$ cat config.mk
export PLATFORM = sky130hd
export DESIGN_NAME = mult_div_unit
export DESIGN_NICKNAME = d
export VERILOG_FILES = /design/src/rtl/mult_div_unit.sv
export SDC_FILE = /design/constraint.sdc
export NUM_CORES = 1
export LEC_CHECK = 0
export CELL_PAD_IN_SITES_DETAIL_PLACEMENT = 0
export CELL_PAD_IN_SITES_GLOBAL_PLACEMENT = 2
export CORE_MARGIN = 2
export CORE_UTILIZATION = 35
export CTS_BUF_LIST = sky130_fd_sc_hd__clkbuf_8
export CTS_CLUSTER_SIZE = 28
export DETAILED_ROUTE_END_ITERATION = 7
export PLACE_DENSITY = 0.94
export SYNTH_ARGS = -nofsm -noshare
export SYNTH_HDL_FRONTEND = slang
export SYNTH_SLANG_ARGS = --single-unit
export TNS_END_PERCENT = 50
$ cat constraint.sdc
create_clock -name clk_i -period 4.3 [get_ports clk_i]
set_input_delay 0.86 -clock clk_i [delete_from_list [all_inputs] [get_ports clk_i]]
set_output_delay 0.86 -clock clk_i [all_outputs]
set_load 0.1 [all_outputs]
$ cat src/rtl/mult_div_unit.sv
// Iterative radix-2 multiply/divide unit that owns the MIPS HI/LO registers.
// Define MULDIV_HILO_WRITE_EN to add the MTHI/MTLO write port (hi_we_i, lo_we_i, wdata_i).
module mult_div_unit #(
    parameter int WIDTH = 32
) (
    input  logic             clk_i,
    input  logic             reset_i,
    input  logic             start_i,
    input  logic [1:0]       op_i,
    input  logic [WIDTH-1:0] in1_i,
    input  logic [WIDTH-1:0] in2_i,
`ifdef MULDIV_HILO_WRITE_EN
    input  logic             hi_we_i,
    input  logic             lo_we_i,
    input  logic [WIDTH-1:0] wdata_i,
`endif
    output logic             busy_o,
    output logic             done_o,
    output logic [WIDTH-1:0] hi_o,
    output logic [WIDTH-1:0] lo_o,
    output logic             div_by_zero_o
);

    localparam int CW = $clog2(WIDTH) + 1;

    typedef enum logic [1:0] {IDLE, CALC, FINISH} state_t;

    state_t               state_q, state_d;
    logic                 is_div_q, is_div_d;
    logic                 neg_res_q, neg_res_d;
    logic                 neg_rem_q, neg_rem_d;
    logic                 dbz_q, dbz_d;
    logic                 done_q, done_d;
    logic [CW-1:0]        cnt_q, cnt_d;
    logic [WIDTH-1:0]     opnd_q, opnd_d;
    logic [2*WIDTH-1:0]   work_q, work_d;
    logic [WIDTH-1:0]     hi_q, hi_d;
    logic [WIDTH-1:0]     lo_q, lo_d;

    logic                 signed_op;
    logic [WIDTH-1:0]     in1_abs, in2_abs;
    logic [WIDTH:0]       mul_sum;
    logic [2*WIDTH-1:0]   mul_next;
    logic [WIDTH:0]       rem_shift;
    logic                 rem_ge;
    logic [WIDTH-1:0]     rem_new;
    logic [2*WIDTH-1:0]   div_next;
    logic [2*WIDTH-1:0]   prod_fix;
    logic [WIDTH-1:0]     quot_fix, rem_fix;

    assign signed_op = ~op_i[0];
    assign in1_abs   = (signed_op && in1_i[WIDTH-1]) ? -in1_i : in1_i;
    assign in2_abs   = (signed_op && in2_i[WIDTH-1]) ? -in2_i : in2_i;

    // work_q holds {partial product, multiplier} or {remainder, dividend/quotient}
    assign mul_sum   = {1'b0, work_q[2*WIDTH-1:WIDTH]} + (work_q[0] ? {1'b0, opnd_q} : '0);
    assign mul_next  = {mul_sum, work_q[WIDTH-1:1]};

    assign rem_shift = {work_q[2*WIDTH-1:WIDTH], work_q[WIDTH-1]};
    assign rem_ge    = rem_shift >= {1'b0, opnd_q};
    assign rem_new   = rem_ge ? (rem_shift[WIDTH-1:0] - opnd_q) : rem_shift[WIDTH-1:0];
    assign div_next  = {rem_new, work_q[WIDTH-2:0], rem_ge};

    assign prod_fix  = neg_res_q ? -work_q : work_q;
    assign quot_fix  = neg_res_q ? -work_q[WIDTH-1:0] : work_q[WIDTH-1:0];
    assign rem_fix   = neg_rem_q ? -work_q[2*WIDTH-1:WIDTH] : work_q[2*WIDTH-1:WIDTH];

    always_comb begin
        state_d   = state_q;
        is_div_d  = is_div_q;
        neg_res_d = neg_res_q;
        neg_rem_d = neg_rem_q;
        dbz_d     = dbz_q;
        done_d    = 1'b0;
        cnt_d     = cnt_q;
        opnd_d    = opnd_q;
        work_d    = work_q;
        hi_d      = hi_q;
        lo_d      = lo_q;
        case (state_q)
            IDLE: begin
                if (start_i) begin
                    is_div_d = op_i[1];
                    cnt_d    = '0;
                    dbz_d    = 1'b0;
                    if (op_i[1] && (in2_i == '0)) begin
                        // Divide by zero bypasses CALC; FINISH passes work_q through unchanged
                        dbz_d     = 1'b1;
                        neg_res_d = 1'b0;
                        neg_rem_d = 1'b0;
                        work_d    = {in1_i, {WIDTH{1'b1}}};
                        state_d   = FINISH;
                    end else begin
                        neg_res_d = signed_op && (in1_i[WIDTH-1] ^ in2_i[WIDTH-1]);
                        neg_rem_d = signed_op && op_i[1] && in1_i[WIDTH-1];
                        opnd_d    = in2_abs;
                        work_d    = {{WIDTH{1'b0}}, in1_abs};
                        state_d   = CALC;
                    end
                end
`ifdef MULDIV_HILO_WRITE_EN
                if (hi_we_i) hi_d = wdata_i;
                if (lo_we_i) lo_d = wdata_i;
`endif
            end
            CALC: begin
                work_d = is_div_q ? div_next : mul_next;
                cnt_d  = cnt_q + 1'b1;
                if (cnt_q == CW'(WIDTH - 1)) state_d = FINISH;
            end
            FINISH: begin
                if (is_div_q) begin
                    hi_d = rem_fix;
                    lo_d = quot_fix;
                end else begin
                    hi_d = prod_fix[2*WIDTH-1:WIDTH];
                    lo_d = prod_fix[WIDTH-1:0];
                end
                done_d  = 1'b1;
                state_d = IDLE;
            end
            default: state_d = IDLE;
        endcase
    end

    always_ff @(posedge clk_i) begin
        if (reset_i) begin
            state_q   <= IDLE;
            is_div_q  <= 1'b0;
            neg_res_q <= 1'b0;
            neg_rem_q <= 1'b0;
            dbz_q     <= 1'b0;
            done_q    <= 1'b0;
            cnt_q     <= '0;
            opnd_q    <= '0;
            work_q    <= '0;
            hi_q      <= '0;
            lo_q      <= '0;
        end else begin
            state_q   <= state_d;
            is_div_q  <= is_div_d;
            neg_res_q <= neg_res_d;
            neg_rem_q <= neg_rem_d;
            dbz_q     <= dbz_d;
            done_q    <= done_d;
            cnt_q     <= cnt_d;
            opnd_q    <= opnd_d;
            work_q    <= work_d;
            hi_q      <= hi_d;
            lo_q      <= lo_d;
        end
    end

    assign busy_o        = (state_q != IDLE);
    assign done_o        = done_q;
    assign hi_o          = hi_q;
    assign lo_o          = lo_q;
    assign div_by_zero_o = dbz_q;

endmodule

Yosys cells after proc, flatten, opt, wreduce, memory -nomap -nowiden
Index checks and enable logic that the tools add are counted.

word-level totals
  register bits = 173
  bits of input ports = 69
  output and inout bits = 67
  logic and storage cells = 65

cells by class
  add/sub/neg operators = 8
  order comparisons = 1
  equality and inequality tests = 5
  multiplexer cells = 23
  bitwise logic cells = 3
  reductions and logical operators = 14

operators with widths
  kind                                                  count
  2-to-1 mux 32 bit                                     8
  2-to-1 mux 64 bit                                     4
  negator 32 bit                                        4
  case mux 64 bit (2 select lines)                      1
  negator 64 bit                                        1
  adder 32 x 32 -> 33 bit                               1
  greater-or-equal comparator 33 x 32 -> 1 bit          1
  zero test 32 bit                                      1
  subtractor 32 bit                                     1
  case mux 6 bit (2 select lines)                       1
  adder 6 x 1 -> 6 bit (second input constant)          1
  equality test 6 x 5 -> 1 bit (second input constant)  1
  logical AND 1 bit                                     6
  2-to-1 mux 2 bit                                      3
  2-to-1 mux 6 bit                                      1
  AND reduction 2 bit                                   3
  2-to-1 mux 1 bit                                      4
  inequality test 2 bit (second input constant)         2
  case mux 2 bit (2 select lines)                       1
  nonzero test 2 bit                                    2
  AND reduction 3 bit                                   1
  equality test 2 x 1 -> 1 bit (second input constant)  1
  equality test 2 bit (second input constant)           1
  zero test 2 bit                                       1
  other kinds (2)                                       3

Depth between registers and ports, before layout
  word-level depth = 6
  mapped depth = 14
  gate-level depth less buffers = 13

Least setup slack after synthesis
No wires, ideal clock.

  kind = input-to-reg
  from = in in2_i[10]
  to = reg work_q[53]
  setup time = 0.091 ns
  arrival time = 3.320 ns
  data required time = 4.209 ns
  slack = 0.889 ns
  stages on the path = 10
  path buffers = 3
  cell sequence = or4_1 -> or4_4 -> nor4_4 -> and4b_1 -> buf_2 -> and2_1 -> buf_4 -> buf_2 -> a21oi_1 -> a311oi_1

on the way
  word-level cells in the longest chain between the ends = 5

ends and longest elaborated chain
  item                              RTL line  text
  start, declared                   11        input logic [WIDTH-1:0] in2_i,
  zero test 32 bit                  86        if (op_i[1] && (in2_i == '0)) begin
  logical AND 1 bit                 86
  2-to-1 mux 64 bit                 86
  2-to-1 mux 64 bit                 82        if (start_i) begin
  case mux 64 bit (2 select lines)  80        case (state_q)
  end signal, assigned              148       work_q <= work_d;
  end, declared                     36        logic [2*WIDTH-1:0] work_q, work_d;

No other way between the ends. The select of a mux whose other input is x is not followed.
A chain may end at the register's enable or synchronous reset.

Worst setup path after layout
  from = reg work_q[0]
  to = reg work_q[60]

on the way
  word-level cells in the longest chain between the ends = 4

ends and longest elaborated chain
  item                              RTL line  text
  2-to-1 mux 32 bit                 56        assign mul_sum = {1'b0, work_q[2*WIDTH-1:WIDTH]} + (work_q[0] ? {1'b0, opnd_q} : '0);
  adder 32 x 32 -> 33 bit           56
  2-to-1 mux 64 bit                 107       work_d = is_div_q ? div_next : mul_next;
  case mux 64 bit (2 select lines)  80

No other way between the ends.

==> summary.md <==
| Metric | Value |
|---|---|
| Outcome | `finished, final reports clean` |
| P_int | `3.02 mW` |
| Final net count | `2,118` |
| Post-synth top area cell | `dfxtp_1` |
| CTS buffer count | `17` |
| Setup ws final | `approximately 130 ps` |
| Fillers | `4,101` |
| Post-DP HPWL | `a little over 40 mm` |
| PwrDens | `~320 nW/um^2` |
| Post-CTS setup buffer count | `0` |
| Worst path required time | `roughly 4700 ps` |
| Cell variety after synth | `74` |
| Commonest cells post-synth | `257 x nor2_1, 180 x a21oi_1, 173 x dfxtp_1, 139 x nand2_1, 105 x a211oi_1` |
| Hold Fails Final Rpt | `0` |
| Total Routing Usage GR | `24.8%` |
| Maximum VDD drop | `~200 uV` |
| Initial Util | `35.7%` |
| Crit. End Element | `flip-flop` |
| # rows | `72` |
| Vias in the first global route | `between 10k and 15k` |
| Floorplan die width | `around 200 microns` |
| Finish-stage setup viols | `0` |
| Fin. max-slew vios | `0` |
| RSZ-0062 raised after global routing | `no` |
| Maximum clock insertion buffer count | `2` |
| PostCTS Resize Cnt | `0` |
| Placed cell count | `between 2k and 2.5k` |
| Die ar. | `between 40,000 and 50,000 sq um` |
| Tot Pwr | `5.32 mW` |
| Total negative slack | `0 ps` |
| Critical Path Fanout Max | `14` |
| P_leak | `6.25 nW` |
| First-pass GRT wire length | `between 70 and 80 mm` |
| Top-Level Pins | `136` |
| Least-Margin Pin Slew | `roughly 1100 ps` |
| Multi-input gate area | `9700 sq um` |
| Post-Syn Area per Cell | `roughly 7.4 sq um` |
| Post-synth EDFFs | `0` |
| Top cell type's share of synthesized area | `approximately 25%` |
| Post-Syn Nets | `about 2k` |
| CTS H-Tree Depth | `4` |
| CTS tree | `yes` |
| Total iterations of the first detailed-routing run | `5` |
| Routed wire length | `51.8 mm` |
| Sw Ratio | `between 40% and 50%` |
| Total of warnings raised by yosys | `0` |
| Core ar. | `slightly below 40,000 sq um` |
| Combinational Power Share | `a little over two fifths` |
| Antenna violations before repair | `1` |
| Hold buffer count at cts | `0` |
| Psw | `between 2 and 2.5 mW` |
| Startpoint Class | `flip-flop` |
| Critical path arrival | `between 4000 and 5000 ps` |
| Final Non-Filler Cells | `approximately 2.5k` |
| Min Tclk post-route | `between 4000 and 5000 ps` |
| Mapped Area | `13,900 sq um` |
| Largest net degree at the start of global routing | `between 80 and 90` |
| Synth top area cells | `dfxtp_1 25%, nor2_1 7.0%, a21oi_1 6.5%, ha_1 6.2%, a211oi_1 5.7%` |
| Clk_lat worst skew | `between 500 and 600 ps` |
| Via/cell ratio | `5.80` |
| Max-cap violations | `0` |
| Synth Flop Type | `dfxtp_1` |
| Clock share of power | `~23%` |
| Register share of total power | `between 30% and 40%` |
| Share of the yosys chip area belonging to registers | `around a quarter` |
| Die H | `between 200 and 250 microns` |
| Hold/Removal Path Class | `flip-flop to flip-flop` |
| Clk_skew | `between 20 and 30 ps` |
| N_diodes | `0` |
| Most common cell in the netlist | `nor2_1` |
| WL per Instance | `approximately 21 microns` |
| Count of state elements after synthesis | `about 170` |
| Period utilization | `between 90% and 100%` |
| Setup CP Type | `flip-flop to flip-flop` |
| GP Congestion | `between 0.9 and 1` |
| PortBufs | `about 140` |
| Post-synth ARST share | `0%` |
| Total global routing overflow | `0` |
| Area Growth Syn to Fin | `18.7%` |
| Layout cells sized above 1 | `under 10%` |
| Root buffer cell | `clkbuf_8` |
| Max Clk Rate | `240 MHz` |
| Reg clk slew, reported paths | `approximately 120 ps` |
| Worst slew margin | `a little under a quarter` |
| Final ANT Viol Nets | `0` |
| Drt initial violations | `approximately 1.3k` |
| Post-Syn Instances | `1,864` |
| Pre-CTS worst setup slack | `between 20 and 25 ps` |
| Storage element area | `roughly 3500 sq um` |
| DR DRC count | `0` |
| Vias after detailed routing | `around 15k` |
| Clock Sinks | `173` |
## kinds of logic after synthesis
family / count (synthesis) / synth area share (%)
and+or+nand+nor: 618 / 20.9
xor gates and xnor gates: 161 / 10.2
muxes: 50 / 3.77
DFF: 173 / 25.0
AOI/OAI and AO/OA: 602 / 28.4
adders and majority gates: 71 / 6.51
buffers and inverters: 189 / 5.35
## stage by stage
step / util (%) / area (sq um) / hold slack (ps)
2_1_floorplan: - / 13900 / 450
3_3_place_gp: 41.3 / 16100 / 437
3_5_place_dp: 41.3 / 16100 / 446
4_1_cts: 42.3 / 16500 / 462
5_1_grt: 42.3 / 16500 / 477
6_report: 42.3 / 16500 / 460
## cell usage in the layout, fill, tap and decap left out, types with 72 or more instances in the layout
master and instances:
buf_4 77, xor2_1 72, dfxtp_1 172, a211oi_1 105, o21ai_0 95, xnor2_1 89, a21oi_1 180, clkdlybuf4s50_1 134
nand2_1 139, nor2_1 255
## path summary, 6_finish.rpt
kind	from	end	cells past startpoint	slack (ps)
setup / recovery	work_q[0]	work_q[60]	12	130
hold / removal	hi_o[13]	hi_o[13]	2	460
setup reg to reg	work_q[0]	work_q[60]	12	130
hold reg to reg	hi_o[13]	hi_o[13]	2	460
## registers in the layout (all words and copies together), names as in the netlist
register / flops
cnt_q: 6
div_by_zero_o: 1
done_o: 1
hi_o: 32
is_div_q: 1
lo_o: 32
neg_rem_q: 1
neg_res_q: 1
opnd_q: 32
state_q: 2
work_q: 64
## area by class of cell
type	count	share of cell area, %
multi-input cells	1502	58.9
flip-flops and latches	173	21.0
repair buffers	215	12.1
well taps	518	3.93
inverters	69	1.57
clock buffers	17	1.42
clock inverters	15	1.06
## critical path: stages (launching register included)
cell	delay, ps
dfxtp_1	330
inv_1	360
nor2_1	100
ha_1	440
nand3_1	130
or3_1	350
o31ai_1	600
o21ai_0	270
a221oi_1	730
nor4_1	130
a311oi_1	300
a32o_1	200
a31oi_1	80
## per-layer routing
| metal | wire (microns) | vias to the layer above | part of all wire [%] | track usage, % |
|---|---|---|---|---|
| met5 | 11 | - | 0.021 | 0 |
| met4 | 1990 | 2 | 3.8 | 10.4 |
| met1 | 23300 | 6907 | 45 | 33.5 |
| li1 | - | 7022 | - | - |
| met2 | 23300 | 548 | 45 | 39.8 |
| met3 | 3270 | 83 | 6.3 | 3.42 |
## power groups by stage
stage	registers [mW]	logic, mW	clock network (mW)
after floorplan	1.82	1.48	0
after global placement	1.87	2.21	0
after detailed placement	1.87	2.22	0
after CTS	1.83	2.23	1.22
after global routing	1.85	2.47	1.28
final	1.84	2.28	1.20
No activity file was read; power rests on OpenSTA's default activity.
